`config.mk`:
```
export PLATFORM = sky130hd
export DESIGN_NAME = sprite_motion_ctrl
export DESIGN_NICKNAME = d
export VERILOG_FILES = /design/src/rtl/sprite_motion_ctrl.sv
export SDC_FILE = /design/constraint.sdc
export NUM_CORES = 1
export LEC_CHECK = 0
export ABC_CLOCK_PERIOD_IN_PS = 8500
export BUFFER_PORTS_ARGS = -buffer_cell sky130_fd_sc_hd__buf_2
export CORE_UTILIZATION = 60
export CTS_BUF_LIST = sky130_fd_sc_hd__clkbuf_16
export DETAILED_ROUTE_END_ITERATION = 12
export GPL_ROUTABILITY_DRIVEN = 0
export PLACE_DENSITY_LB_ADDON = 0.12
export SYNTH_ARGS = -nofsm -noshare
export SYNTH_HDL_FRONTEND = slang
export SYNTH_SLANG_ARGS = --single-unit
```
`constraint.sdc`:
```
create_clock -name clk -period 8.5 [get_ports clk]
set_input_delay 0 -clock clk [delete_from_list [all_inputs] [get_ports clk]]
set_output_delay 0 -clock clk [all_outputs]
set_load 0.05 [all_outputs]
```
`src/rtl/sprite_motion_ctrl.sv`:
```
// sprite_motion_ctrl: applies button moves, teleports and animation once per frame at vertical-blank entry.
// Define SPRITE_WRAP_EN to make button moves wrap at the screen edges instead of clamping.
module sprite_motion_ctrl #(
    parameter int X0       = 450,
    parameter int Y0       = 250,
    parameter int W        = 32,
    parameter int H        = 32,
    parameter int H_MIN    = 144,
    parameter int H_MAX    = 784,
    parameter int V_MIN    = 35,
    parameter int V_MAX    = 515,
    parameter int STEP     = 2,
    parameter int ANIM_DIV = 8
) (
    input  logic       clk,
    input  logic       rst,
    input  logic       en,
    input  logic [9:0] hCount,
    input  logic [9:0] vCount,
    input  logic       btn_up,
    input  logic       btn_down,
    input  logic       btn_left,
    input  logic       btn_right,
    input  logic       cmd_valid,
    output logic       cmd_ready,
    input  logic [9:0] cmd_x,
    input  logic [9:0] cmd_y,
    output logic [9:0] xpos,
    output logic [9:0] ypos,
    output logic [1:0] anim_frame,
    output logic       moving,
    output logic       frame_tick
);
    localparam logic [1:0] ACTIVE = 2'd0;
    localparam logic [1:0] UPDATE = 2'd1;
    localparam logic [1:0] BLANK  = 2'd2;
    localparam logic signed [10:0] X_LO = 11'(H_MIN);
    localparam logic signed [10:0] X_HI = 11'(H_MAX - W);
    localparam logic signed [10:0] Y_LO = 11'(V_MIN);
    localparam logic signed [10:0] Y_HI = 11'(V_MAX - H);
    localparam logic signed [10:0] S    = 11'(STEP);
    logic [1:0] state;
    logic in_vb, in_vb_q, upd, pending, mv, anim_wrap;
    logic [9:0] tx, ty, tcx, tcy, bx, by;
    logic [7:0] cnt;
    logic signed [10:0] dx, dy, nx, ny;
    logic unused_h;

    function automatic logic [9:0] clamp(input logic signed [10:0] v, input logic signed [10:0] lo,
                                         input logic signed [10:0] hi);
        return v < lo ? lo[9:0] : v > hi ? hi[9:0] : v[9:0];
    endfunction

    function automatic logic [9:0] wrap(input logic signed [10:0] v, input logic signed [10:0] lo,
                                        input logic signed [10:0] hi);
        return v > hi ? lo[9:0] : v < lo ? hi[9:0] : v[9:0];
    endfunction

    assign unused_h   = ^hCount;
    assign in_vb      = vCount >= 10'(V_MAX);
    assign upd        = state == UPDATE;
    assign frame_tick = upd;
    assign cmd_ready  = rst & ~pending;
    assign dx         = btn_right == btn_left ? 11'sd0 : btn_right ? S : -S;
    assign dy         = btn_down == btn_up ? 11'sd0 : btn_down ? S : -S;
    assign nx         = $signed({1'b0, xpos}) + dx;
    assign ny         = $signed({1'b0, ypos}) + dy;
    assign tcx        = clamp($signed({1'b0, tx}), X_LO, X_HI);
    assign tcy        = clamp($signed({1'b0, ty}), Y_LO, Y_HI);
`ifdef SPRITE_WRAP_EN
    assign bx         = wrap(nx, X_LO, X_HI);
    assign by         = wrap(ny, Y_LO, Y_HI);
`else
    assign bx         = clamp(nx, X_LO, X_HI);
    assign by         = clamp(ny, Y_LO, Y_HI);
`endif
    assign mv         = pending | (dx != 11'sd0) | (dy != 11'sd0);
    assign anim_wrap  = cnt == 8'(ANIM_DIV - 1);

    // Frame sequencer: one UPDATE cycle per blank entry, then wait out the blank.
    always_ff @(posedge clk) begin
        if (!rst) begin
            in_vb_q <= 1'b1;
            state   <= ACTIVE;
        end else begin
            in_vb_q <= in_vb;
            state   <= upd ? BLANK : state == BLANK ? (in_vb ? BLANK : ACTIVE) : (in_vb && !in_vb_q ? UPDATE : ACTIVE);
        end
    end

    // Single-entry teleport slot, emptied only by an enabled update.
    always_ff @(posedge clk) begin
        if (!rst) begin
            pending <= 1'b0;
            tx      <= '0;
            ty      <= '0;
        end else if (cmd_valid && cmd_ready) begin
            pending <= 1'b1;
            tx      <= cmd_x;
            ty      <= cmd_y;
        end else if (upd && en) begin
            pending <= 1'b0;
        end
    end

    // Position and animation state, changed only in the UPDATE cycle.
    always_ff @(posedge clk) begin
        if (!rst) begin
            xpos       <= 10'(X0);
            ypos       <= 10'(Y0);
            moving     <= 1'b0;
            cnt        <= '0;
            anim_frame <= '0;
        end else if (upd && !en) begin
            moving     <= 1'b0;
        end else if (upd) begin
            xpos       <= pending ? tcx : bx;
            ypos       <= pending ? tcy : by;
            moving     <= mv;
            cnt        <= !mv || anim_wrap ? 8'd0 : cnt + 8'd1;
            anim_frame <= !mv ? 2'd0 : anim_wrap ? anim_frame + 2'd1 : anim_frame;
        end
    end
endmodule

```
# Yosys cells after proc, flatten, opt, wreduce, memory -nomap -nowiden
# Index checks and enable logic that the tools add are counted.
dict set report classes {
  bitwise 6
  order_cmp 9
  addsub 4
  n_eq_ne 6
  reduce_logical 15
  muxes 23
}
# op count
set op_table {}
lappend op_table {{2-to-1 mux 10 bit} 10}
lappend op_table {{2-to-1 mux 11 bit} 4}
lappend op_table {{adder 11 bit} 2}
lappend op_table {{nonzero test 11 bit} 2}
lappend op_table {{greater-than comparator 11 x 10 -> 1 bit, second input constant} 1}
lappend op_table {{greater-than comparator 11 bit, second input constant} 1}
lappend op_table {{less-than comparator 11 x 7 -> 1 bit, second input constant} 1}
lappend op_table {{less-than comparator 11 x 9 -> 1 bit, second input constant} 1}
lappend op_table {{>= comparator 10 bit, second input constant} 1}
lappend op_table {{greater-than comparator 10 bit, second input constant} 1}
lappend op_table {{greater-than comparator 10 x 9 -> 1 bit, second input constant} 1}
lappend op_table {{less-than comparator 10 x 6 -> 1 bit, second input constant} 1}
lappend op_table {{less-than comparator 10 x 8 -> 1 bit, second input constant} 1}
lappend op_table {{2-to-1 mux 2 bit} 5}
lappend op_table {{adder 8 x 1 -> 8 bit, second input constant} 1}
lappend op_table {{== test 8 x 3 -> 1 bit, second input constant} 1}
lappend op_table {{2-to-1 mux 8 bit} 1}
lappend op_table {{logical AND 1 bit} 4}
lappend op_table {{OR reduction 2 bit} 2}
lappend op_table {{logical NOT 1 bit} 3}
lappend op_table {{2-to-1 mux 1 bit} 3}
lappend op_table {{inverter 1 bit} 3}
lappend op_table {{AND reduction 3 bit} 1}
lappend op_table {{adder 2 x 1 -> 2 bit, second input constant} 1}
lappend op_table {{other kinds (9)} 11}
dict set report word_totals {
  output_inout_bits 25
  wordCells 74
  inputBits 48
  ff_bits 55
}

# Depth between registers and ports, before layout
dict set report depth {
  ltp_word 8
  ltp_mapped 15
  mapped_depth_nobuf 13
}

# Worst setup path after synthesis
# No wires, ideal clock.
dict set report synth_timing {
  path_type {reg-to-reg}
  start {register xpos[2]}
  end {register xpos[8]}
  setup_slack_ps 5430
  path_buffers 1
  arrival_ps 2991
  period_less_slack_ps 3070
  setup_time_ps 79
  t_required_ps 8421
  stages_incl_launch_ff 12
  path_cell_list {dfxtp_1 -> buf_2 -> xor2_1 -> ha_1 -> nor4_1 -> or4_4 -> or3_4 -> a31oi_4 -> xor2_1 -> nand3_1 -> o22a_1 -> o211ai_1}
}
dict set report synth_via {
  elab_chain_len 5
  word_cells_on_any_way 6
  classes_between {1 x add/sub; 2 x order compare; 3 x mux}
}
# item line
set synth_lines {}
lappend synth_lines {{from (decl)} 28} ;# output logic [9:0] xpos,
lappend synth_lines {{from (signal assigned)} 109} ;# xpos <= 10'(X0);
lappend synth_lines {{from (signal assigned)} 117} ;# xpos <= pending ? tcx : bx;
lappend synth_lines {{adder 11 bit *} 66} ;# assign nx = $signed({1'b0, xpos}) + dx;
lappend synth_lines {{greater-than comparator 11 bit} 51} ;# return v < lo ? lo[9:0] : v > hi ? hi[9:0] : v[9:0];
lappend synth_lines {{2-to-1 mux 10 bit} 51}
lappend synth_lines {{2-to-1 mux 10 bit *} 51}
lappend synth_lines {{2-to-1 mux 10 bit *} 117}
# Mark *: on every way between the ends. The rest lies on a longest branch, timed or not.
# A chain may end at the register's enable or synchronous reset.

# Final worst setup path
dict set report layout_timing {
  start {input btn_right}
  end {register xpos[3]}
}
dict set report layout_via {
  elab_chain_len 7
  word_cells_on_any_way 9
  classes_between {1 x add/sub; 2 x order compare; 1 x eq/ne; 5 x mux}
}
# item line
set layout_lines {}
lappend layout_lines {{from (decl)} 23} ;# input logic btn_right,
lappend layout_lines {{== test 1 bit / 2-to-1 mux 11 bit (equally long branches)} 64} ;# assign dx = btn_right == btn_left ? 11'sd0 : btn_right ? S : -S;
lappend layout_lines {{2-to-1 mux 11 bit *} 64}
lappend layout_lines {{adder 11 bit *} 66}
lappend layout_lines {{greater-than comparator 11 bit} 51}
lappend layout_lines {{2-to-1 mux 10 bit} 51}
lappend layout_lines {{2-to-1 mux 10 bit *} 51}
lappend layout_lines {{2-to-1 mux 10 bit *} 117}
# Marks and branches as above.

==> impl_metrics.json <==
{
  "p_per_area_nw_per_um2": 141.3,
  "finalSetupViolations": 0,
  "drc_errors": 0,
  "die_area_um2": 6621,
  "wire_per_inst_um": 14.65,
  "crit_arrival_ns": 3.34,
  "cts_root_buffer": "clkbuf_16",
  "clock_path_buffers": 2,
  "synthArstFlopShare_pct": 0,
  "synth.top_cell.area_share_pct": 29.13,
  "clkTransAtPathRegs_ns": 0.07,
  "pwr-share-seq_pct": 45.7,
  "rsz0062_at_grt": "no",
  "vias": 3821,
  "core_um2": 5991,
  "grt_usage_pct": 28.98,
  "ir_drop_mv": 0.1360,
  "cp_max_fo": 27,
  "synth_area_leaders": "dfxtp_1, nand2_1, o21ai_0",
  "cts_buffers": 5,
  "nets": 611,
  "synth_edf_count": 0,
  "hpwlAfterDp_mm": 6.224,
  "synth_fp_nets": 557,
  "max_freq_ghz": 0.3152,
  "num_rows": 28,
  "switching_share_pct": 29.87,
  "skew_ns": 0.001900,
  "cp-start-kind": "primary input",
  "postCtsResizedCells": 0,
  "post-cts-setup-buffer-count": 0,
  "slew_viol_final": 0,
  "p_int_uw": 435.1,
  "ys_seq_elements": 55,
  "grt_pass1_wl_mm": 15.34,
  "ys.warnings.count": 0,
  "grt_pass1_vias": 3375,
  "post-route-period-util_pct": 37.32,
  "syn_avg_cell_area_um2": 7.575,
  "cts_tree": "built",
  "synth_cell_types": 77,
  "worst_pin_slew_ns": 1.115,
  "synth_common_cells": "nand2_1, dfxtp_1, o21ai_0",
  "via_per_inst": 6.075,
  "fill_cells": 460,
  "clkPwrFrac_pct": 31.4,
  "die_h_um": 81.37,
  "synth_most_common_cell": "nand2_1",
  "drt_pass1_iterations": 5,
  "crit_required_ns": 8.67,
  "status": "finished clean",
  "hold_path.class": "primary input to flip-flop",
  "fin_util_pct": 73.29,
  "hold_violations": 0,
  "period_minus_slack_ns": 3.172,
  "crit_path_end_kind": "flip-flop",
  "drive_gt1_share_pct": 15.34,
  "drv_cap": 0,
  "cts_sinks": 55,
  "wl_mm": 9.213,
  "netlist_area_um2": 3780,
  "grt-ovfl-total": 0,
  "finalSetupTns_ns": 0,
  "die_x_um": 81.37,
  "ios": 73,
  "relSlewSlack_pct": 25.65,
  "antenna_found_initial": 0,
  "initial_core_util_pct": 63.10,
  "yosys.area.top_type": "dfxtp_1",
  "drtAntennaViolNets": 0,
  "pwr-share-comb_pct": 22.8,
  "drt_iter0_markers": 278,
  "area_growth_pct": 16.15,
  "p_sw_uw": 185.3,
  "leakagePower_nw": 1.759,
  "ys.flop_type": "dfxtp_1",
  "h-tree-depth": 2,
  "synth_sequential_area_ratio_pct": 29.13,
  "insertion_delay_ns": 0.29,
  "grt_max_degree": 50,
  "port_buffers": 62,
  "ctsHoldBuffers": 22,
  "num_antenna_cells": 0,
  "worstSetupPathType": "primary input to flip-flop",
  "netlist_instances": 499
}
==> critical path, stage by stage <==
cell	delay [ns]
buf_2	0.09
inv_1	0.06
ha_1	0.77
xor2_1	0.15
ha_1	0.28
nor4_1	0.37
or4_4	0.24
nor3_1	0.06
o31a_1	0.36
nor4_1	0.39
a21oi_1	0.14
a22oi_2	0.31
a21oi_1	0.11
==> sequential cells by signal (all words and copies together) (netlist names) <==
signal / count
xpos: 10
pending: 1
cnt: 8
ypos: 10
moving: 1
state: 2
anim_frame: 2
in_vb_q: 1
tx: 10
ty: 10
==> layout by cell type (no fill, tap or decap), drive strengths merged, types with 8 or more instances in the layout <==
cell | synthesis | layout
nor4 | 9 | 9
dfxtp | 55 | 55
ha | 10 | 10
nor2 | 30 | 30
a21oi | 31 | 31
buf | 13 | 63
inv | 13 | 13
dlygate4sd3 | 0 | 22
o21ai | 43 | 43
nand3 | 13 | 13
xor2 | 18 | 18
nand2 | 77 | 77
xnor2 | 15 | 15
nand4 | 8 | 8
==> metal layers <==
metal  vias up  wire, um  global-route usage (%)
li1       1920         -                       -
met1      1797      4307                   39.84
met2        94      4420                   47.67
met3        10       394                   3.596
met4         0        90                   7.143
met5         -         0                       0
==> power by group through the flow <==
stage	Clock, mW	Sequential [mW]	Combinational (mW)
CTS	0.200	0.283	0.139
global route	0.209	0.285	0.157
global placement	0	0.288	0.128
detailed placement	0	0.289	0.131
finish	0.195	0.284	0.142
floorplan	0	0.289	0.100
==> worst paths after layout <==
check,from,endpoint,slack [ns],cells after the start
worst max-delay path,btn_right,xpos[3],5.33,13
worst min-delay path,vCount[3],state[0],0.18,3
worst min register to register,in_vb_q,state[0],0.39,1
worst max register to register,ypos[2],ypos[3],5.42,10
==> cells by family (layout without fill, tap and decap cells) <==
kind of cell / Yosys count / after routing / share of synthesized area [%]
compound gates: 147 / 147 / 25.82
xor+xnor: 33 / 33 / 7.845
fa+ha+maj: 10 / 10 / 3.310
buf+inv: 51 / 106 / 5.561
flops: 55 / 55 / 29.13
mux: 1 / 1 / 0.2648
simple gates: 202 / 202 / 28.07
==> through the flow <==
step / cells / instance area [um^2] / hold WS [ns] / setup WS (ns) / power (mW)
global placement: 599 / 4030 / 0.1923 / 5.178 / 0.4158
finish: 629 / 4390 / 0.1849 / 5.328 / 0.6205
global route: 629 / 4390 / 0.2497 / 4.985 / 0.6517
CTS: 629 / 4390 / 0.1779 / 5.391 / 0.6224
detailed placement: 599 / 4030 / 0.2017 / 5.113 / 0.4201
floorplan: 499 / 3780 / 0.1086 / 5.430 / 0.3886
==> final cells by class <==
class | count | area (um^2) | share of cell area [%]
Clock buffer | 5 | 125.1 | 2.850
Clock inverter | 3 | 15.01 | 0.3420
Inverter | 13 | 48.80 | 1.111
Multi-Input combinational cell | 393 | 2469 | 56.23
Sequential cell | 55 | 1101 | 25.08
Tap cell | 75 | 93.84 | 2.137
Timing Repair Buffer | 85 | 538.0 | 12.25
No activity file was read; power rests on OpenSTA's default activity.
